===== src/rtl/dcache_pkg.sv =====
// ============================================================================
// dcache_pkg : shared types, defaults and helpers for the data-cache miss path
// Revision   : 1.0
// ============================================================================
`default_nettype none

package dcache_pkg;

    typedef enum logic [1:0] {
        ST_IDLE    = 2'd0,
        ST_WB      = 2'd1,
        ST_REFILL  = 2'd2,
        ST_INSTALL = 2'd3
    } miss_state_e;

    localparam int LINE_WORDS_DEF = 4;
    localparam int WORD_OFF_W     = $clog2(LINE_WORDS_DEF);

    // Clears the byte-within-line offset bits of a byte address (4-byte words).
    function automatic logic [63:0] line_base(input logic [63:0] addr, input int unsigned line_words);
        logic [63:0] span;
        span = 64'(line_words) << 2;
        return addr & ~(span - 64'd1);
    endfunction

endpackage

`default_nettype wire


===== src/rtl/dcache_beat_counter.sv =====
// ============================================================================
// dcache_beat_counter : word-beat counter for line write-back / refill bursts
// Revision            : 1.0
// ============================================================================
`default_nettype none

module dcache_beat_counter #(
    parameter int LINE_WORDS = 4,
    parameter int IDX_W      = $clog2(LINE_WORDS)
) (
    input  logic             clk,
    input  logic             rst_n,
    input  logic             clear_i,
    input  logic             advance_i,
    output logic [IDX_W-1:0] beat_o,
    output logic             last_o
);

    logic [IDX_W-1:0] beat_q;
    logic [IDX_W-1:0] beat_d;

    // LINE_WORDS is a power of two, so the increment wraps to 0 after the last beat.
    always_comb begin
        beat_d = beat_q;
        if (clear_i) begin
            beat_d = '0;
        end else if (advance_i) begin
            beat_d = beat_q + IDX_W'(1);
        end
    end

    always_ff @(posedge clk or negedge rst_n) begin
        if (!rst_n) begin
            beat_q <= '0;
        end else begin
            beat_q <= beat_d;
        end
    end

    assign beat_o = beat_q;
    assign last_o = (beat_q == IDX_W'(LINE_WORDS - 1));

endmodule

`default_nettype wire


===== src/rtl/dcache_miss_ctrl.sv =====
// ============================================================================
// dcache_miss_ctrl : MEM/WB data-cache miss detection, victim write-back,
//                    line refill and tag install; stalls the pipeline meanwhile
// Revision         : 1.0
// ============================================================================
`default_nettype none

module dcache_miss_ctrl
    import dcache_pkg::*;
#(
    parameter int LINE_WORDS = LINE_WORDS_DEF,
    parameter int ADDR_W     = 32
) (
    input  logic                          clk,
    input  logic                          rst_n,
    input  logic                          req_valid_i,
    input  logic                          req_write_i,
    input  logic [ADDR_W-1:0]             req_addr_i,
    input  logic                          hit_i,
    input  logic                          victim_dirty_i,
    input  logic [ADDR_W-1:0]             victim_base_i,
    output logic                          stall_o,
    output logic                          mem_req_o,
    output logic                          mem_we_o,
    output logic [ADDR_W-1:0]             mem_addr_o,
    input  logic                          mem_ack_i,
    output logic [$clog2(LINE_WORDS)-1:0] line_word_idx_o,
    output logic                          line_fill_we_o,
    output logic                          line_invalidate_o,
    output logic                          tag_update_o,
    output logic                          tag_dirty_o,
    output logic [31:0]                   miss_count_o
);

    localparam int IDX_W = $clog2(LINE_WORDS);

    miss_state_e       state_q, state_d;
    logic [ADDR_W-1:0] base_q, base_d;
    logic [ADDR_W-1:0] victim_q, victim_d;
    logic              write_q, write_d;
    logic              refill_first_q, refill_first_d;
    logic [31:0]       miss_count_q;
    logic [31:0]       miss_count_d;

    logic              miss;
    logic              accept;
    logic              beat_clear;
    logic              beat_advance;
    logic [IDX_W-1:0]  beat;
    logic              beat_last;

    dcache_beat_counter #(
        .LINE_WORDS (LINE_WORDS),
        .IDX_W      (IDX_W)
    ) u_beat_counter (
        .clk       (clk),
        .rst_n     (rst_n),
        .clear_i   (beat_clear),
        .advance_i (beat_advance),
        .beat_o    (beat),
        .last_o    (beat_last)
    );

    assign miss = req_valid_i & ~hit_i;

    always_comb begin
        state_d           = state_q;
        accept            = 1'b0;
        beat_clear        = 1'b0;
        beat_advance      = 1'b0;
        stall_o           = 1'b0;
        mem_req_o         = 1'b0;
        mem_we_o          = 1'b0;
        mem_addr_o        = '0;
        line_fill_we_o    = 1'b0;
        line_invalidate_o = 1'b0;
        tag_update_o      = 1'b0;

        unique case (state_q)
            ST_IDLE: begin
                if (miss) begin
                    stall_o    = 1'b1;
                    accept     = 1'b1;
                    beat_clear = 1'b1;
                    state_d    = victim_dirty_i ? ST_WB : ST_REFILL;
                end
            end
            ST_WB: begin
                stall_o      = 1'b1;
                mem_req_o    = 1'b1;
                mem_we_o     = 1'b1;
                mem_addr_o   = victim_q + ADDR_W'({beat, 2'b00});
                beat_advance = mem_ack_i;
                if (mem_ack_i && beat_last) begin
                    state_d = ST_REFILL;
                end
            end
            ST_REFILL: begin
                stall_o           = 1'b1;
                mem_req_o         = 1'b1;
                mem_addr_o        = base_q + ADDR_W'({beat, 2'b00});
                line_invalidate_o = refill_first_q;
                line_fill_we_o    = mem_ack_i;
                beat_advance      = mem_ack_i;
                if (mem_ack_i && beat_last) begin
                    state_d = ST_INSTALL;
                end
            end
            ST_INSTALL: begin
                stall_o      = 1'b1;
                tag_update_o = 1'b1;
                state_d      = ST_IDLE;
            end
            default: begin
                state_d = ST_IDLE;
            end
        endcase
    end

    always_comb begin
        base_d   = base_q;
        victim_d = victim_q;
        write_d  = write_q;
        if (accept) begin
            base_d   = ADDR_W'(line_base(64'(req_addr_i), LINE_WORDS));
            victim_d = victim_base_i;
            write_d  = req_write_i;
        end
    end

    // Invalidate only on the cycle that enters REFILL, regardless of wait states.
    assign refill_first_d = (state_d == ST_REFILL) && (state_q != ST_REFILL);

    assign miss_count_d = (accept && (miss_count_q != 32'hFFFF_FFFF)) ? miss_count_q + 32'd1
                                                                      : miss_count_q;

    always_ff @(posedge clk or negedge rst_n) begin
        if (!rst_n) begin
            state_q        <= ST_IDLE;
            base_q         <= '0;
            victim_q       <= '0;
            write_q        <= 1'b0;
            refill_first_q <= 1'b0;
            miss_count_q   <= '0;
        end else begin
            state_q        <= state_d;
            base_q         <= base_d;
            victim_q       <= victim_d;
            write_q        <= write_d;
            refill_first_q <= refill_first_d;
            miss_count_q   <= miss_count_d;
        end
    end

    assign line_word_idx_o = beat;
    assign tag_dirty_o     = tag_update_o & write_q;
    assign miss_count_o    = miss_count_q;

endmodule

`default_nettype wire


===== config.mk =====
export PLATFORM = sky130hd
export DESIGN_NAME = dcache_miss_ctrl
export DESIGN_NICKNAME = d
export VERILOG_FILES = /design/src/rtl/dcache_pkg.sv /design/src/rtl/dcache_beat_counter.sv /design/src/rtl/dcache_miss_ctrl.sv
export SDC_FILE = /design/constraint.sdc
export NUM_CORES = 1
export LEC_CHECK = 0
export ABC_AREA = 1
export CAP_MARGIN = 10
export CORE_UTILIZATION = 30
export DETAILED_ROUTE_END_ITERATION = 6
export GPL_TIMING_DRIVEN = 0
export PLACE_DENSITY = 0.59
export SLEW_MARGIN = 20
export SYNTH_ARGS = -nofsm -noshare
export SYNTH_HDL_FRONTEND = slang
export SYNTH_HIERARCHICAL = 1
export SYNTH_SLANG_ARGS = --single-unit
export TNS_END_PERCENT = 10

===== constraint.sdc =====
create_clock -name clk -period 2.6 [get_ports clk]
set_input_delay 0.52 -clock clk [delete_from_list [all_inputs] [get_ports clk]]
set_output_delay 0.52 -clock clk [all_outputs]
set_load 0.1 [all_outputs]

==> run_results.csv, run 1 <==
group,metric,value,unit
outcome,run_status,"finished, violations left",
outcome,violations,"setup timing",
routing,vias_per_cell,4.63,
critical_path,critPathKind,"flip-flop to output port",
sta,rsz0062_at_grt,"true",
critical_path,worst-r2r-setup-slack,0.49,ns
global_routing,met1_usage,25.8,%
finish,multiInputGateArea,0.00371,sq mm
finish,area_growth,49.4,%
finish,final.fill_count,2021,
critical_path,cp.required,2.08,ns
sta,slew_headroom,33.6,%
critical_path,cp-end-kind,"output port",
floorplan,die_h,144,um
sta,whs,0.0835,ns
place,dpl.hpwl,16.1,mm
routing,drc,0,
routing,ant_nets,0,
routing,dr_total_vias,6205,
place,gp_congestion,0.925,
power,vdd_drop_max,0.000910,V
sta,max_freq,351,MHz
sta,fin_crit_sh,110,%
floorplan,initial_core_util,30.7,%
global_routing,grt.busiest_layer,"met2",
global_routing,use_met3,5.03,%
finish,nets,1150,
synthesis,seq_area_frac_synth,40.7,%
floorplan,rows,51,
synthesis,synth-seq-cells,98,
critical_path,r2r_cells,7,
routing,drtIter0Drc,375,
sta,worstMarginPinSlew,0.992,ns
clock_network,ctsHoldBuffers,0,
power,p_sw,0.00536,W
global_routing,antenna_found_initial,2,
power,p_comb_share,60.2,%
sta,setup_viol,27,
place,placedInstanceArea,0.00818,sq mm
sta,finalSetupTns,-4.81,ns
global_routing,grt_overflow_total,0,
power,seqPwrFrac,25.2,%
synthesis,netlist.area_leader.share,40.7,%
global_routing,grt_pass1_wl,32.6,mm
power,p_leak,3.98,nW
synthesis,avgSynthCellArea,6.61,sq um
hold_path,hold_path_class,"input pin to asynchronous set/reset pin",
clock_network,cts-root-buf,"clkbuf_16",
finish,fin_area,0.00899,sq mm
global_routing,grt_max_degree,54,
clock_network,h-tree-depth,3,
synthesis,syn-num-nets,992,
synthesis,syn_area,0.00602,sq mm
clock_network,cts_tree,"yes",
sta,finalHoldViolCount,0,
global_routing,grtUsageMet2,37.1,%
sta,drv_slew,0,
flow_run,maxCapViolCount,0,
clock_network,cts_max_path_buffers,2,
power,internal-power,0.00480,W
finish,drive_gt1_share,15.3,%
synthesis,synth.area.top_cells,"dfrtp_1 (41%), nand2_1 (28%), nor2_1 (5.2%)",
sta,setup_slack,-0.250,ns
floorplan,dieArea,0.0206,sq mm
synthesis,yosysUniqueCellTypes,29,
synthesis,postSynthCellCount,911,
routing,firstDrtPassIters,5,
sta,fin_worst_skew,0.00680,ns
critical_path,arrival,2.33,ns
place,io_buffers,139,
clock_network,clkTransAtPathRegs,0.07,ns
global_routing,grt_usage,21.3,%
power,switching_share,52.8,%
power,p_clk_share,14.6,%
sta,min_period,2.85,ns
synthesis,yosysTopAreaCell,"dfrtp_1",
power,cellPowerDensity,1130,mW/mm^2
floorplan,core-area,0.0196,sq mm
clock_network,worst_skew_pair.late_latency,0.36,ns
clock_network,cts_buffers,9,
finish,ff_latch_area,0.00246,sq mm
floorplan,top_level_ports,144,
synthesis,ys_warn_count,6,
floorplan,die_x,144,um
routing,wirelength,21.1,mm
routing,wl_per_cell,15.7,um
critical_path,startpoint_type,"flip-flop",
clock_network,cts.sinks,98,
global_routing,grt_pass1_vias,6097,
critical_path,crit_fanout,4,
## cells in the mapped netlist (all sizes together)
cell    number
a21oi       38
a22oi        1
buf          5
clkbuf      24
dfrtp       98
fa           1
ha           9
inv         64
nand2      456
nand3       51
nand3b       6
nand4        6
nor2        87
nor3        12
o211ai       1
o21ai       24
o21bai       5
or2          5
xnor2        8
xor2        10
## final cells by class
| class | count | area share, % |
|---|---|---|
| clock inverter | 5 | 0.862 |
| sequential | 98 | 27.4 |
| antenna | 1 | 0.0278 |
| timing repair buffer | 148 | 19.3 |
| clock buffer | 11 | 2.70 |
| inverter | 64 | 2.77 |
| multi-input combinational | 720 | 41.3 |
| tap | 265 | 3.69 |
| buffer | 28 | 1.99 |
## sequential cells by signal (all words and copies together) (netlist names)
| name | cells |
|---|---|
| state_q | 2 |
| base_q | 28 |
| victim_q | 32 |
| write_q | 1 |
| u_beat_counter/beat_o | 2 |
| refill_first_q | 1 |
| miss_count_o | 32 |
## worst paths after layout
| check | from | endpoint |
|---|---|---|
| worst max-delay path | u_beat_counter/beat_o[0]$_DFFE_PN0P_ | mem_addr_o[30] |
| worst min-delay path | rst_n | state_q[1]$_DFF_PN0_ |
| worst max register to register | state_q[0]$_DFF_PN0_ | base_q[27]$_DFFE_PN0P_ |
| worst min register to register | base_q[10]$_DFFE_PN0P_ | base_q[10]$_DFFE_PN0P_ |
| max in group asynchronous | rst_n | miss_count_o[26]$_DFFE_PN0P_ |
| min in group clk | base_q[10]$_DFFE_PN0P_ | base_q[10]$_DFFE_PN0P_ |
## through the flow
step | worst slack, ns | instances | utilization [%] | total power, W
after floorplan | -0.184 | 911 | - | 0.00667
after global placement | -3.65 | 1315 | 41.6 | 0.00803
after detailed placement | -1.27 | 1316 | 41.8 | 0.00806
after CTS | -0.274 | 1337 | 45.7 | 0.0102
after global routing | -0.393 | 1339 | 45.9 | 0.0107
final | -0.250 | 1340 | 45.9 | 0.0102
## cell usage in the layout (no fill, tap or decap), types with 6 or more instances in the layout
master / instances
a21oi_1: 6
a21oi_4: 30
buf_12: 25
buf_4: 12
buf_6: 7
clkbuf_1: 15
clkbuf_16: 9
clkdlybuf4s50_1: 93
dfrtp_1: 94
inv_1: 54
inv_2: 7
nand2_1: 448
nand3_1: 36
nand3_2: 14
nand3b_1: 6
nand4_1: 6
nor2_1: 80
nor3_1: 10
o21ai_0: 20
xnor2_1: 8
xor2_1: 10
## per-layer routing
metal	up-vias	wire (um)
met5	-	14
met4	2	451
li1	3146	-
met3	27	1260
met1	2849	9070
met2	181	10300
## timing repair
item,CTS,global route
pin swaps,15,4
hold endpoints to repair,0,0
buffers inserted,6,2
gates resized for setup,343,15
setup endpoints to repair,39,37
## logic make-up (layout without fill, tap and decap cells)
logic type | after synthesis | after routing | share of synthesized area, %
AND/OR/NAND/NOR | 623 | 623 | 41.9
flip-flops | 98 | 98 | 40.7
buffers and inverters | 93 | 256 | 6.46
AO/OA/AOI/OAI | 69 | 69 | 6.03
XOR/XNOR | 18 | 18 | 2.62
adder cells (fa/ha/maj) | 10 | 10 | 2.20
other | 0 | 1 | 0
## critical path, cell delays in order, from the launching register on
cell and delay (ns):
dfrtp_4 0.44, ha_4 0.15, fa_2 0.24, nand3_2 0.11, nor2_1 0.31, nand2_1 0.09
nand2_1 0.06, nand3_1 0.12, a21oi_4 0.14, buf_4 0.30
## power by group through the flow
| stage | logic [W] | clock network (W) | registers [W] |
|---|---|---|---|
| 5_1_grt | 0.00647 | 0.00159 | 0.00262 |
| 3_5_place_dp | 0.00549 | 0 | 0.00257 |
| 3_3_place_gp | 0.00547 | 0 | 0.00257 |
| 6_report | 0.00612 | 0.00148 | 0.00256 |
| 4_1_cts | 0.00612 | 0.00152 | 0.00255 |
| 2_1_floorplan | 0.00393 | 0 | 0.00274 |
Note: power is estimated with default switching activity, not from simulation.
==> inputs of run 2 (changes only) <==
--- a/config.mk
+++ b/config.mk
@@ -5,12 +5,11 @@
 export SDC_FILE = /design/constraint.sdc
 export NUM_CORES = 1
 export LEC_CHECK = 0
-export ABC_AREA = 1
 export CAP_MARGIN = 10
 export CORE_UTILIZATION = 30
 export DETAILED_ROUTE_END_ITERATION = 6
 export GPL_TIMING_DRIVEN = 0
-export PLACE_DENSITY = 0.59
+export PLACE_DENSITY = 0.6
 export SLEW_MARGIN = 20
 export SYNTH_ARGS = -nofsm -noshare
 export SYNTH_HDL_FRONTEND = slang
==> run 2 against run 1 <==
The flow still finishes with violations (setup timing); first-iteration DRC count down 10%; non-clock buffer count is the same; count of clock-buffer cells in the layout rose by 2; clock skew hardly changed; largest cell class unchanged; clock power fell by 11%; largest power group unchanged; register-to-register slack worse by 0.32 ns; die area shrank 13%.
==> run_results.csv, run 2 <==
group,metric,value,unit
outcome,run_status,"finished, violations left",
outcome,violations,"setup timing",
finish,fin_cells,992,
routing,vias_per_cell,4.78,
sta,rsz0062_at_grt,"true",
routing,wl_per_cell,15.6,um
flow_run,maxCapViolCount,0,
sta,whs,0.0145,ns
synthesis,async_flop_share,100,%
clock_network,cts_max_path_buffers,2,
power,seqPwrFrac,27.6,%
synthesis,synth.most_common_cell,"nand2_1",
finish,drive_gt1_share,20.3,%
sta,slew_headroom,32.2,%
routing,drc,0,
critical_path,slowest_stage,"dfrtp_4",
synthesis,seq_area_frac_synth,47.1,%
sta,drv_slew,0,
critical_path,startpoint_type,"flip-flop",
critical_path,crit_fanout,10,
sta,max_freq,336,MHz
clock_network,ctsHoldBuffers,0,
sta,fin_crit_sh,115,%
global_routing,antenna_found_initial,0,
routing,firstDrtPassIters,4,
synthesis,syn_area,0.00520,sq mm
global_routing,grt_pass1_vias,4860,
synthesis,postSynthCellCount,604,
floorplan,rows,47,
floorplan,core-area,0.0168,sq mm
finish,antenna_cells,0,
global_routing,grt_pass1_wl,25.2,mm
clock_network,clkTransAtPathRegs,0.06,ns
clock_network,cts_tree,"yes",
power,cellPowerDensity,1190,mW/mm^2
finish,final_common_cell,"nand2_1",
routing,drtIter0Drc,337,
sta,setup_slack,-0.380,ns
synthesis,yosysTopAreaCell,"dfrtp_1",
power,switching_share,50.4,%
place,gp_congestion,0.856,
place,dpl.hpwl,11.4,mm
floorplan,dieArea,0.0179,sq mm
synthesis,synth-edff-count,0,
sta,min_period,2.98,ns
routing,wirelength,15.5,mm
critical_path,critPathKind,"flip-flop to output port",
synthesis,synth.area.top_cells,"dfrtp_1 (47%), nand2_1 (17%), xor2_1 (5.7%)",
global_routing,grt_overflow_total,0,
power,internal-power,0.00475,W
synthesis,netlist.area_leader.share,47.1,%
floorplan,top_level_ports,144,
power,p_leak,3.54,nW
finish,nets,848,
clock_network,h-tree-depth,3,
synthesis,synth-seq-cells,98,
hold_path,hold_path_class,"input pin to asynchronous set/reset pin",
synthesis,ys_warn_count,6,
sta,finalSetupTns,-5.78,ns
sta,fin_worst_skew,0.00674,ns
clock_network,cts-root-buf,"clkbuf_16",
critical_path,cp-end-kind,"output port",
synthesis,synthTopCellsByCount,"nand2_1 (229), dfrtp_1 (98), xor2_1 (34), nand3_1 (23), xnor2_1 (22)",
finish,fin_util,48.0,%
global_routing,grt_max_degree,78,
critical_path,arrival,2.46,ns
synthesis,yosysUniqueCellTypes,50,
finish,layout_common_cells,"nand2_1 (228), clkdlybuf4s50_1 (98), dfrtp_1 (93)",
clock_network,cts.sinks,98,
floorplan,die_h,134,um
critical_path,crit_chain,"ha_4 > fa_2 > and4_4 > nor3b_4 > buf_12 > nand3b_1 > xor2_2 > o21ai_4 > buf_12",
place,dp_cells,964,
power,p_clk_share,13.7,%
sta,setup_viol,27,
floorplan,initial_core_util,31.0,%
power,p_comb_share,58.7,%
power,vdd_drop_max,0.000654,V
routing,ant_nets,0,
critical_path,cp_common_cell,"buf_12",
critical_path,cp.required,2.08,ns
floorplan,die_x,134,um
sta,worstMarginPinSlew,1.01,ns
critical_path,max_stage_delay,0.49,ns
synthesis,syn-num-nets,685,
synthesis,synth_ff_type,"dfrtp_1",
power,p_sw,0.00483,W
place,dp_slack,-1.45,ns
clock_network,worst_skew_pair.late_latency,0.35,ns
place,io_buffers,139,
global_routing,grt_usage,18.0,%
clock_network,cts_buffers,9,
finish,area_growth,54.5,%
routing,dr_total_vias,4742,
synthesis,avgSynthCellArea,8.61,sq um
sta,finalHoldViolCount,0,
-- run 2: power by group through the flow --
stage	Sequential [W]	Clock [W]	Combinational, W
2_1_floorplan	0.00285	0	0.00353
3_3_place_gp	0.00260	0	0.00493
3_5_place_dp	0.00263	0	0.00499
4_1_cts	0.00262	0.00136	0.00561
5_1_grt	0.00272	0.00141	0.00597
6_report	0.00265	0.00131	0.00563
-- run 2: area by class of cell --
class | instances | area, sq um
clock inverters | 3 | 40.0
plain buffers | 24 | 133
clock buffers | 13 | 240
well taps | 220 | 275
fillers | 1569 | 8720
multi-input cells | 474 | 3080
flip-flops and latches | 98 | 2460
repair buffers | 152 | 1770
inverters | 8 | 30.0
-- run 2: critical path: cells and delay by family, from the launching register on --
kind / cells / cell delay (ns)
compound gates: 1 / 0.15
xor+xnor: 1 / 0.11
fa+ha+maj: 2 / 0.57
buf+inv: 2 / 0.34
flops: 1 / 0.49
simple gates: 3 / 0.46
-- run 2: path summary, 6_finish.rpt --
check / start / cells after the start / end / slack (ns)
setup reg to reg: state_q[0]$_DFF_PN0_ / 8 / miss_count_o[30]$_DFFE_PN0P_ / 0.17
setup / recovery: u_beat_counter/beat_o[0]$_DFFE_PN0P_ / 9 / mem_addr_o[18] / -0.38
hold reg to reg: victim_q[1]$_DFFE_PN0P_ / 2 / victim_q[1]$_DFFE_PN0P_ / 0.47
max in group asynchronous: rst_n / 2 / u_beat_counter/beat_o[0]$_DFFE_PN0P_ / 1.91
min in group clk: victim_q[1]$_DFFE_PN0P_ / 2 / victim_q[1]$_DFFE_PN0P_ / 0.47
hold / removal: rst_n / 1 / base_q[29]$_DFFE_PN0P_ / 0.01
-- run 2: stage by stage --
stage | total power, W | instance area, sq um
after floorplan | 0.00638 | 5520
after global placement | 0.00753 | 7190
after detailed placement | 0.00762 | 7220
after CTS | 0.00959 | 7950
after global routing | 0.0101 | 8040
final | 0.00959 | 8040
-- run 2: kinds of logic (layout without fill, tap and decap cells) --
kind of cell	after synthesis	after routing	share of synthesized area [%]
flops	98	98	47.1
compound gates	46	46	5.72
mux	3	3	0.601
buf+inv	32	200	2.36
simple gates	359	359	32.2
fa+ha+maj	10	10	2.55
xor+xnor	56	56	9.43
-- run 2: layer usage --
metal	GRT usage [%]	wire, um	vias up
met3	5.06	1150	14
met2	30.2	7450	133
li1	-	-	2312
met4	5.93	242	0
met5	0	0	-
met1	22.4	6630	2283
-- run 2: repair_timing --
action	CTS	global route
gates resized for setup	317	31
pin swaps	11	4
setup buffers	10	2
endpoints found under the setup margin	49	82
==> RTL edit (flow settings as in run 1) <==
Change the parameter `ADDR_W` from 32 to 64.
--- a/src/rtl/dcache_miss_ctrl.sv
+++ b/src/rtl/dcache_miss_ctrl.sv
@@ -11,3 +11,3 @@
     parameter int LINE_WORDS = LINE_WORDS_DEF,
-    parameter int ADDR_W     = 32
+    parameter int ADDR_W     = 64
 ) (
Ports: changed (resized mem_addr_o, req_addr_i and victim_base_i); port bits go from 144 to 240. No check against the original RTL was run, so the function may have changed too.
==> RTL edit against run 1 <==
The run still ends with setup timing left. Sequential share of layout area fell by 1.6 points. First-iteration DRC count up 83%. Final area up 76%. Routed wire length is 120% higher. Register-to-register slack got worse by 0.04 ns. Cell count increased by 69%. Largest power group unchanged. Critical path depth grew 2. Via count grew 77%. Area after synthesis grew 69%. Worst setup slack worse by 0.33 ns. Sequential cell count up 64. Critical endpoint is now mem_addr_o[25]. Total power increased by 100%.
==> RTL edit: results <==
export IMPL_result_of_the_run="finished with violations"
export IMPL_failed_checks="setup timing"
export IMPL_fin_hold_ws_ns=0.003649
export IMPL_grt_start_max_net_pins=94
export IMPL_numPortBuffers=235
export IMPL_final_critical_path_setup_slack_ns=-0.5834
export IMPL_fin_skew_ns=0.01252
export IMPL_synth_area_top_cells="sky130_fd_sc_hd__dfrtp_1 (40%), sky130_fd_sc_hd__nand2_1 (25%), sky130_fd_sc_hd__nor2_1 (4.8%)"
export IMPL_detail_route_vias_per_cell=4.859
export IMPL_worstSetupEndpoint="mem_addr_o[25]"
export IMPL_dp_cells=2208
export IMPL_yosys_cell_types_count=42
export IMPL_num_fill_cells=3339
export IMPL_placedInstanceArea_um2=13880
export IMPL_vdd_ir_drop_worst_mv=0.7097
export IMPL_globalRouteTotalUtil=0.2722
export IMPL_place_worst_setup_slack_ns=-1.880
export IMPL_nets=1948
export IMPL_finalSetupTns_ns=-26.15
export IMPL_relSlewSlack=0.3311
export IMPL_cts_inserted_buffers=17
export IMPL_post_route_cells_drive_above_1_share=0.2170
export IMPL_setup_violations=61
export IMPL_routabilityCongestion=0.9654
export IMPL_leak_pwr_nw=6.881
export IMPL_wl_mm=45.92
export IMPL_synth_fp_nets=1669
export IMPL_grt_pass1_wl_mm=67.82
export IMPL_cp_data_arrival_time_ns=2.66
-- RTL edit: changes by cell type after synthesis, sizes merged, moves of 9 or more --
cell          run 1  this run
buf               5        33
nor3             12        22
a21oi            38        77
inv              64       103
o21ai            24        61
dfrtp            98       162
nand3            51        90
nor2             87       155
xor2             10        19
nand2           456       706
-- RTL edit: cell type report --
type | count | area [um^2] | share of cell area
clock inverters | 14 | 158.9 | 0.01004
diodes | 2 | 5.005 | 0.0003162
inverters | 105 | 399.1 | 0.02522
multi-input cells | 1203 | 6584 | 0.4159
flip-flops and latches | 162 | 4080 | 0.2578
well taps | 448 | 560.5 | 0.03541
repair buffers | 259 | 3209 | 0.2028
clock buffers | 18 | 439.2 | 0.02774
plain buffers | 55 | 392.9 | 0.02482
-- RTL edit: what timing repair did --
| action | in CTS | in global routing |
|---|---|---|
| gates resized for setup | 703 | 68 |
| buffers inserted | 14 | 8 |
| pin swaps | 36 | 31 |
| endpoints found under the setup margin | 86 | 76 |
| gates cloned | 2 | 0 |
-- RTL edit: power groups by stage --
stage / clock (mW) / sequential, mW / combinational, mW
6_report: 2.62 / 5.00 / 13.0
5_1_grt: 2.74 / 5.14 / 13.6
4_1_cts: 2.66 / 4.93 / 12.8
3_5_place_dp: 0 / 4.93 / 11.3
3_3_place_gp: 0 / 4.94 / 11.3
2_1_floorplan: 0 / 5.48 / 7.46
-- RTL edit: worst max-delay path, cell delays in order, from the launching register on --
cell and delay (ns):
sky130_fd_sc_hd__dfrtp_4 0.51, sky130_fd_sc_hd__ha_4 0.29, sky130_fd_sc_hd__nand2_4 0.06, sky130_fd_sc_hd__buf_12 0.12, sky130_fd_sc_hd__a21oi_4 0.20, sky130_fd_sc_hd__nand2_4 0.10
sky130_fd_sc_hd__nor3_4 0.13, sky130_fd_sc_hd__buf_6 0.15, sky130_fd_sc_hd__or2_1 0.11, sky130_fd_sc_hd__nand3_2 0.08, sky130_fd_sc_hd__a21oi_4 0.23, sky130_fd_sc_hd__buf_12 0.21
-- RTL edit: per-layer routing --
layer	global-route usage	vias to the layer above	share of wire
li1	-	5378	-
met1	0.3566	5251	0.44
met2	0.4622	337	0.48
met3	0.04559	43	0.058
met4	0.06951	2	0.020
met5	0	-	0.00024
-- RTL edit: cell families (layout without fill, tap and decap cells) --
logic type               count (synthesis)  count (layout)  share of synthesized area
buffers and inverters                  160             451                    0.06741
AND/OR/NAND/NOR                       1014            1015                     0.4197
AO/OA/AOI/OAI                          153             153                    0.07899
XOR/XNOR                                25              25                    0.02157
flip-flops                             162             162                     0.3993
adder cells (fa/ha/maj)                 10              10                    0.01306
other                                    0               2                          0
